**config.mk**
```make
export PLATFORM = sky130hd
export DESIGN_NAME = mimi_mem_arbiter
export DESIGN_NICKNAME = d
export VERILOG_FILES = /design/src/rtl/mimi_mem_pkg.sv /design/src/rtl/mimi_mem_rdmux.sv /design/src/rtl/mimi_mem_arbiter.sv
export SDC_FILE = /design/constraint.sdc
export NUM_CORES = 1
export LEC_CHECK = 0
export CELL_PAD_IN_SITES_DETAIL_PLACEMENT = 0
export CELL_PAD_IN_SITES_GLOBAL_PLACEMENT = 1
export CORE_AREA = 2 2 157 159
export CTS_CLUSTER_DIAMETER = 150
export DETAILED_ROUTE_END_ITERATION = 10
export DIE_AREA = 0 0 159 161
export DONT_BUFFER_PORTS = 1
export GPL_TIMING_DRIVEN = 0
export HOLD_SLACK_MARGIN = 0.03
export PLACE_DENSITY = 0.48
export RECOVER_POWER = 100
export SYNTH_ARGS = -nofsm -noshare
export SYNTH_HDL_FRONTEND = slang
export SYNTH_SLANG_ARGS = --single-unit
```
**constraint.sdc**
```tcl
create_clock -name wb_clk_i -period 7.2 [get_ports wb_clk_i]
set_clock_uncertainty 0.05 [all_clocks]
set_input_delay 2.16 -clock wb_clk_i [delete_from_list [all_inputs] [get_ports wb_clk_i]]
set_output_delay 2.16 -clock wb_clk_i [all_outputs]
set_load 0.05 [all_outputs]
```
**src/rtl/mimi_mem_pkg.sv**
```systemverilog
// Shared types and constants for the minimax shared-SRAM arbiter.
package mimi_mem_pkg;

  localparam int SRAM_AW    = 9;
  localparam int BANK_BYTES = 2048;
  localparam int WORD_BYTES = 4;

  typedef enum logic [1:0] {IDLE, RD, RMW_RD, RMW_WR} state_e;
  typedef enum logic [1:0] {G_NONE, G_DATA, G_WB, G_INST} grant_e;

  function automatic logic [31:0] merge_bytes(input logic [31:0] old_w,
                                              input logic [31:0] new_w,
                                              input logic [3:0]  mask);
    logic [31:0] r;
    for (int i = 0; i < WORD_BYTES; i++)
      r[8*i +: 8] = mask[i] ? new_w[8*i +: 8] : old_w[8*i +: 8];
    return r;
  endfunction

endpackage

```
**src/rtl/mimi_mem_rdmux.sv**
```systemverilog
// Holds the bank index of the access in flight and steers that bank's read data back.
module mimi_mem_rdmux
  import mimi_mem_pkg::*;
#(
  parameter int NBANKS = 4,
  parameter int BW     = 2
) (
  input  logic                   clk,
  input  logic                   rst,
  input  logic                   load,
  input  logic [BW-1:0]          bank_i,
  input  logic                   oor_i,
  input  logic [NBANKS*32-1:0]   sram_rdata,
  output logic [31:0]            rdata
);

  logic [BW-1:0] bank_q, bank_d;
  logic          oor_q, oor_d;

  always_comb begin
    bank_d = bank_q;
    oor_d  = oor_q;
    if (load) begin
      bank_d = bank_i;
      oor_d  = oor_i;
    end
  end

  always_ff @(posedge clk or posedge rst) begin
    if (rst) begin
      bank_q <= '0;
      oor_q  <= 1'b0;
    end else begin
      bank_q <= bank_d;
      oor_q  <= oor_d;
    end
  end

  // Compare-per-bank keeps the select in range for non power-of-two NBANKS.
  always_comb begin
    rdata = '0;
    for (int b = 0; b < NBANKS; b++)
      if (!oor_q && bank_q == BW'(b)) rdata = sram_rdata[32*b +: 32];
  end

endmodule

```
**src/rtl/mimi_mem_arbiter.sv**
```systemverilog
// Shared-SRAM arbiter: CPU data > Wishbone > CPU fetch, with a starvation override for WB.
// Define MIMI_MEM_RMW_EN to build read-modify-write for partial byte masks.
module mimi_mem_arbiter
  import mimi_mem_pkg::*;
#(
  parameter int          NBANKS      = 4,
  parameter int          PC_BITS     = 10,
  parameter logic [31:0] WB_BASE     = 32'h3000_0000,
  parameter int          WB_MAX_WAIT = 4
) (
  input  logic                   wb_clk_i,
  input  logic                   wb_rst_i,
  input  logic                   inst_req,
  input  logic [PC_BITS-1:0]     inst_addr,
  output logic [15:0]            inst_rdata,
  output logic                   inst_valid,
  input  logic                   d_rreq,
  input  logic [3:0]             d_wmask,
  input  logic [31:0]            d_addr,
  input  logic [31:0]            d_wdata,
  output logic [31:0]            d_rdata,
  output logic                   d_ack,
  input  logic                   wbs_cyc_i,
  input  logic                   wbs_stb_i,
  input  logic                   wbs_we_i,
  input  logic [3:0]             wbs_sel_i,
  input  logic [31:0]            wbs_adr_i,
  input  logic [31:0]            wbs_dat_i,
  output logic                   wbs_ack_o,
  output logic [31:0]            wbs_dat_o,
  output logic [NBANKS-1:0]      sram_en,
  output logic [SRAM_AW-1:0]     sram_addr,
  output logic                   sram_wen,
  output logic [31:0]            sram_wdata,
  input  logic [NBANKS*32-1:0]   sram_rdata
);

  localparam int              BW        = (NBANKS > 1) ? $clog2(NBANKS) : 1;
  localparam int              CW        = (WB_MAX_WAIT > 0) ? $clog2(WB_MAX_WAIT + 1) : 1;
  localparam logic [31:0]     MEM_BYTES = 32'(NBANKS * BANK_BYTES);
  localparam logic [CW-1:0]   WAIT_MAX  = CW'(WB_MAX_WAIT);

  state_e        state_q, state_d;
  grant_e        grant_q, grant_d, gsel;
  logic          wr_q, wr_d, half_q, half_d;
  logic [CW-1:0] wait_q, wait_d;
  logic          d_ack_q, d_ack_d, wb_ack_q, wb_ack_d, i_vld_q, i_vld_d;
  logic [31:0]   d_rdata_q, d_rdata_d, wb_dat_q, wb_dat_d;
  logic [15:0]   i_rdata_q, i_rdata_d;
`ifdef MIMI_MEM_RMW_EN
  logic [NBANKS-1:0]  ben_q, ben_d;
  logic [SRAM_AW-1:0] word_q, word_d;
  logic [31:0]        wdata_q, wdata_d;
  logic [3:0]         mask_q, mask_d;
`endif

  logic              wb_hit, d_req, wb_req, i_req, load, done;
  logic [31:0]       s_addr, s_wdata, rd_word;
  logic [3:0]        s_mask;
  logic              s_wr, s_oor;
  logic [BW-1:0]     s_bank;
  logic [NBANKS-1:0] s_en;

  // A requester whose ack is showing this cycle is still holding its request; skip it.
  assign wb_hit = wbs_cyc_i & wbs_stb_i & (wbs_adr_i[31:16] == WB_BASE[31:16]);
  assign d_req  = (d_rreq | (|d_wmask)) & ~d_ack_q;
  assign wb_req = wb_hit & ~wb_ack_q;
  assign i_req  = inst_req & ~i_vld_q;

  always_comb begin : arb
    gsel = G_NONE;
    if (wb_req && (wait_q >= WAIT_MAX || !d_req)) gsel = G_WB;
    else if (d_req)                               gsel = G_DATA;
    else if (i_req)                               gsel = G_INST;
    s_addr  = '0;
    s_mask  = '0;
    s_wdata = '0;
    s_wr    = 1'b0;
    case (gsel)
      G_DATA: begin s_addr = d_addr; s_mask = d_wmask; s_wdata = d_wdata; s_wr = |d_wmask; end
      G_WB:   begin s_addr = {16'h0, wbs_adr_i[15:0]}; s_mask = wbs_sel_i; s_wdata = wbs_dat_i; s_wr = wbs_we_i; end
      G_INST: s_addr = 32'(inst_addr);
      default: ;
    endcase
    s_oor  = s_addr >= MEM_BYTES;
    s_bank = s_addr[11 +: BW];
    s_en   = '0;
    for (int b = 0; b < NBANKS; b++)
      if (!s_oor && s_bank == BW'(b)) s_en[b] = 1'b1;
  end

  mimi_mem_rdmux #(.NBANKS(NBANKS), .BW(BW)) u_rdmux (
    .clk        (wb_clk_i),
    .rst        (wb_rst_i),
    .load       (load),
    .bank_i     (s_bank),
    .oor_i      (s_oor),
    .sram_rdata (sram_rdata),
    .rdata      (rd_word)
  );

  always_comb begin : fsm
    state_d   = state_q;
    grant_d   = grant_q;
    wr_d      = wr_q;
    half_d    = half_q;
    wait_d    = wait_q;
    d_ack_d   = 1'b0;
    wb_ack_d  = 1'b0;
    i_vld_d   = 1'b0;
    d_rdata_d = d_rdata_q;
    wb_dat_d  = wb_dat_q;
    i_rdata_d = i_rdata_q;
    load      = 1'b0;
    done      = 1'b0;
    sram_en   = '0;
    sram_addr = '0;
    sram_wen  = 1'b0;
    sram_wdata = '0;
`ifdef MIMI_MEM_RMW_EN
    ben_d   = ben_q;
    word_d  = word_q;
    wdata_d = wdata_q;
    mask_d  = mask_q;
`endif
    case (state_q)
      // SRAM strobes are driven straight from the request so reads land one cycle later.
      IDLE: if (!wb_rst_i) begin
        if (wb_req && gsel != G_WB && wait_q < WAIT_MAX) wait_d = wait_q + 1'b1;
        if (gsel != G_NONE) begin
          load      = 1'b1;
          grant_d   = gsel;
          wr_d      = s_wr;
          half_d    = s_addr[1];
          sram_addr = s_addr[2 +: SRAM_AW];
          state_d   = RD;
          if (gsel == G_WB) wait_d = '0;
          if (!s_wr) begin
            sram_en = s_en;
          end else if (s_mask == 4'hf) begin
            sram_en    = s_en;
            sram_wen   = !s_oor;
            sram_wdata = s_wdata;
          end
`ifdef MIMI_MEM_RMW_EN
          else begin
            sram_en = s_en;
            ben_d   = s_en;
            word_d  = s_addr[2 +: SRAM_AW];
            wdata_d = s_wdata;
            mask_d  = s_mask;
            state_d = RMW_RD;
          end
`endif
        end
      end
      RD: begin
        state_d = IDLE;
        done    = 1'b1;
      end
`ifdef MIMI_MEM_RMW_EN
      RMW_RD: begin
        wdata_d = merge_bytes(rd_word, wdata_q, mask_q);
        state_d = RMW_WR;
      end
      RMW_WR: begin
        sram_en    = ben_q;
        sram_addr  = word_q;
        sram_wen   = |ben_q;
        sram_wdata = wdata_q;
        state_d    = IDLE;
        done       = 1'b1;
      end
`endif
      default: state_d = IDLE;
    endcase
    if (done) begin
      case (grant_q)
        G_DATA: begin d_ack_d = 1'b1; if (!wr_q) d_rdata_d = rd_word; end
        G_WB:   begin wb_ack_d = wbs_cyc_i; if (!wr_q) wb_dat_d = rd_word; end
        G_INST: begin i_vld_d = 1'b1; i_rdata_d = half_q ? rd_word[31:16] : rd_word[15:0]; end
        default: ;
      endcase
    end
  end

  always_ff @(posedge wb_clk_i or posedge wb_rst_i) begin
    if (wb_rst_i) begin
      state_q   <= IDLE;
      grant_q   <= G_NONE;
      wr_q      <= 1'b0;
      half_q    <= 1'b0;
      wait_q    <= '0;
      d_ack_q   <= 1'b0;
      wb_ack_q  <= 1'b0;
      i_vld_q   <= 1'b0;
      d_rdata_q <= '0;
      wb_dat_q  <= '0;
      i_rdata_q <= '0;
    end else begin
      state_q   <= state_d;
      grant_q   <= grant_d;
      wr_q      <= wr_d;
      half_q    <= half_d;
      wait_q    <= wait_d;
      d_ack_q   <= d_ack_d;
      wb_ack_q  <= wb_ack_d;
      i_vld_q   <= i_vld_d;
      d_rdata_q <= d_rdata_d;
      wb_dat_q  <= wb_dat_d;
      i_rdata_q <= i_rdata_d;
    end
  end

`ifdef MIMI_MEM_RMW_EN
  always_ff @(posedge wb_clk_i or posedge wb_rst_i) begin
    if (wb_rst_i) begin
      ben_q   <= '0;
      word_q  <= '0;
      wdata_q <= '0;
      mask_q  <= '0;
    end else begin
      ben_q   <= ben_d;
      word_q  <= word_d;
      wdata_q <= wdata_d;
      mask_q  <= mask_d;
    end
  end
`endif

  assign d_ack      = d_ack_q;
  assign d_rdata    = d_rdata_q;
  assign wbs_ack_o  = wb_ack_q;
  assign wbs_dat_o  = wb_dat_q;
  assign inst_valid = i_vld_q;
  assign inst_rdata = i_rdata_q;

endmodule

```
==> summary.md <==
| Metric | Value |
|---|---|
| Status | finished with violations |
| Violated checks | max-capacitance violations, max-slew violations, negative setup slack |
| Global Route met3 Usage | 6.65% |
| DPL Wire Length | 20000 um |
| Type of the worst min-delay path | flop to flop |
| Min-delay src | grant_q[1] |
| GR Layer Usage met1 | 18.3% |
| Area grow syn2layout | 27.0% |
| Maximum number of pins on one net before global-route repair | 58 |
| Synthesized-area fraction occupied by xor and xnor cells | 0% |
| Setup repair after global routing missed its margin | yes |
| Simple-gate area share of the yosys netlist | 19.1% |
| Post-route core utilization | 29.4% |
| DRC violation count after routing | 0 |
| Final critical delay including setup and external delays | 7.60 ns |
| Achievable Freq | 132 MHz |
| Drt via density | 5.17 |
| Global placement routability congestion | 0.935 |
| Met2 track demand over resource | 36.6% |
| Setup-failing EPs final | 37 |
| Antenna viol nets, final | 0 |
| Ys flop type | dfrtp_1 |
| Core area | 24000 um2 |
| Number of detailed-route iterations in the first pass | 4 |
| Total of max-cap violations | 2 |
| Slowest cell delay on critical path | 0.78 ns |
| Number of buffers added to fix hold violations after cts | 0 |
| Clock latency on the worst-skew pair | 0.34 ns |
| Category of the critical setup timing path | input port to primary output |
| Worst path bufs/invs | 0 |
| Worst slew margin | -110% |
| Die footprint | 25600 um2 |
| Max FO, Critical Path | 5 |
| Total Neg Setup Slack | -6.29 ns |
| Finished Layout Cells | 931 |
| Final Slew Violations | 97 |
| Setup WS post-layout | -0.397 ns |
| Floorplan row count | 57 |
| Hold slack final | 0.454 ns |
| Reg2reg start | d_ack |
| Total power density per cell area | 378 nW/um2 |
| Summed instance area of the synthesized netlist | 5550 um2 |
| DP Worst Slack | -0.776 ns |
| Critical path, cell by cell | or4_4 -> or4_4 -> nor3_4 -> or2_4 -> ha_4 -> nor2b_4 -> o31a_1 -> a2111o_2 -> nor4b_4 |
| Net Count, Synth | 856 |
| Final hold violation count | 0 |
| Number of buffers added on ports | 0 |
| Master cell of the clock root buffer | clkbuf_16 |
| Post-layout net count | 887 |
| Overflow left after global routing | 0 |
| Global-route layer with the greatest usage | met2 |
| Arrival time at the worst endpoint | 5.39 ns |
| Routed wire length per instance | 26.2 um |
| Crit-path most repeated cell | or4_4 |
| Mean area per synthesized cell | 9.73 um2 |
| Overall track demand over capacity in global routing | 18.6% |
| Crit end category | primary output |
| Register clock-pin slew on the reported worst setup and hold paths | 0.07 ns |
| Global-route wire length before repair | 35300 um |
| Proportion of synthesized chip area in sequential cells | 42.4% |
| Instance count after placement with tap cells included | 895 |
| Worst hold path depth | 1 |
| Multiplexer share of the synthesized area | 16.2% |
| Number of clock sinks seen by CTS | 94 |
| Required time reported for the critical path endpoint | 4.99 ns |
| Final clock period utilization by the worst path | 106% |
| Number of distinct library cell variants in the gate-level netlist after synthesis | 48 |
| Slowest CP cell | nor4b_4 |
| Count of vias placed by the detailed router | 4814 |
| Compound-Gate Fraction of Synth Area | 17.1% |
| Via count of the first global-routing pass | 5150 |
| TritonCTS Buffers | 9 |
| Number of antenna violations at the first check in global routing | 0 |
| Number of DRC markers in iteration 0 | 226 |
| Number of synthesized flops with an enable pin | 0 |
| Number of cells traversed by the worst register-to-register path | 12 |
| Initial Util | 23.1% |
| Deepest clock path buffer count | 2 |
| Die height | 161 um |
| Worst Tran Pin Value | 3.15 ns |
| Post-Synth Adder-Cell Area | 1.13% |
| Family with the most delay on the worst path | simple AND/OR/NAND/NOR gates |
| Mapped Cells | 570 |
| Sink of the worst hold path | d_ack |
| CTS tree | built |
| Leakage dissipation | 2.61 nW |
| Count of pins on the block boundary | 410 |
| Worst reg2reg endpoint | wait_q[0] |
| Startpoint type of the worst setup path | input port |
| Sum of routed wire length over all layers | 24400 um |
| Internal reg-to-reg setup slack | 3.63 ns |
| H-tree levels | 3 |
| Width of the die | 159 um |
| Max rail drop VDD | 0.124 mV |
| Count of state elements after synthesis | 94 |
| Dominant combinational cell family by area after synthesis | simple AND/OR/NAND/NOR gates |
| Yosys synthesis warning count | 0 |
| Proportion of layout cells with a drive suffix above 1 | 28.5% |
| Async set-reset flop share out of synthesis | 100% |
power by group:
| part | total [mW] | internal, mW | switching, mW |
|---|---|---|---|
| registers | 1.57 | 0.714 | 0.860 |
| clock network | 0.460 | 0.241 | 0.219 |
| logic | 0.631 | 0.267 | 0.364 |
| total | 2.66 | 1.22 | 1.44 |
area by class of cell:
| class | instances | area [um2] |
|---|---|---|
| antenna | 1 | 2.50 |
| buffer | 45 | 254 |
| clock buffer | 10 | 229 |
| clock inverter | 6 | 55.1 |
| fill | 2531 | 16900 |
| inverter | 4 | 16.3 |
| multi-input combinational | 422 | 3480 |
| sequential | 94 | 2350 |
| tap | 324 | 405 |
| timing repair buffer | 25 | 251 |
cells in the final DEF, fill, tap and decap left out, drive strengths merged, types with 2 or more instances in the layout:
cell type	instances
dfrtp	94
nand2	93
o21ai	86
nor2	48
clkbuf	44
a22oi	37
buf	36
nand2b	33
mux4	32
mux2	16
a222oi	9
nor4	7
nand3	6
inv	6
nor3	5
ha	5
or4	4
a21oi	4
o31ai	3
or3	3
nor2b	3
or2	3
clkinvlp	3
nand4bb	2
o31a	2
nor3b	2
a211oi	2
o211ai	2
nor4b	2
or4b	2
and2	2
o21a	2
state kept, by name, indices dropped and copies added, names as in the netlist:
register        cells
inst_valid          1
d_rdata            32
half_q              1
wbs_ack_o           1
wait_q              3
wbs_dat_o          32
d_ack               1
wr_q                1
state_q             1
inst_rdata         16
grant_q             2
u_rdmux.oor_q       1
u_rdmux.bank_q      2
timing repair:
action                     CTS  global route
setup buffers               10            11
setup endpoints to repair   46            46
cloned                       3             0
resized for setup           57            10
pin swaps                   46            16
Yosys cell counts, drive strengths merged, types with 2 or more instances:
cell type  count  area (um2)
dfrtp         94        2350
nand2         93         349
o21ai         86         430
nor2          48         180
clkbuf        41         155
a22oi         37         278
nand2b        33         206
mux4          32         721
mux2          16         180
a222oi         9        90.1
buf            9        50.1
nor4           7        50.1
nand3          6        30.0
ha             5        62.6
nor3           5        30.0
a21oi          4        20.0
inv            4        15.0
or4            4        41.3
nor2b          3        18.8
o31ai          3        22.5
or2            3        18.8
or3            3        18.8
a211oi         2        15.0
and2           2        12.5
nand4bb        2        38.8
nor3b          2        15.0
nor4b          2        17.5
o211ai         2        15.0
o21a           2        15.0
o31a           2        17.5
or4b           2        20.0
cell families (layout without fill, tap and decap cells):
logic type,Yosys count,in the layout
AOI/OAI and AO/OA,152,152
DFF,94,94
adders and majority gates,5,5
and+or+nand+nor,217,217
muxes,48,48
other,0,1
buffers and inverters,54,90
metrics by stage:
step	cell area, um2	power, mW
2_1_floorplan	5890	1.99
3_3_place_gp	6290	2.18
3_5_place_dp	6320	2.20
4_1_cts	6950	2.70
5_1_grt	7040	2.82
6_report	7040	2.66
per-layer routing:
layer | share of wire (%) | routed length (um)
met1 | 33 | 8150
met2 | 56 | 13600
met3 | 8.9 | 2160
met4 | 1.9 | 459
met5 | 0 | 0
worst max path at each step:
| stage | startpoint | end | slack [ns] | depth (start not counted) |
|---|---|---|---|---|
| after floorplan | wbs_adr_i[20] | sram_en[1] | -0.29 | 11 |
| after global placement | wbs_adr_i[31] | sram_en[1] | -0.77 | 10 |
| after detailed placement | wbs_adr_i[20] | sram_en[2] | -0.78 | 10 |
| after CTS | wbs_adr_i[27] | sram_en[2] | -0.53 | 9 |
| after global routing | wbs_adr_i[20] | sram_en[2] | -0.48 | 9 |
| final | wbs_adr_i[20] | sram_en[2] | -0.40 | 9 |
No activity file was read; power rests on OpenSTA's default activity.
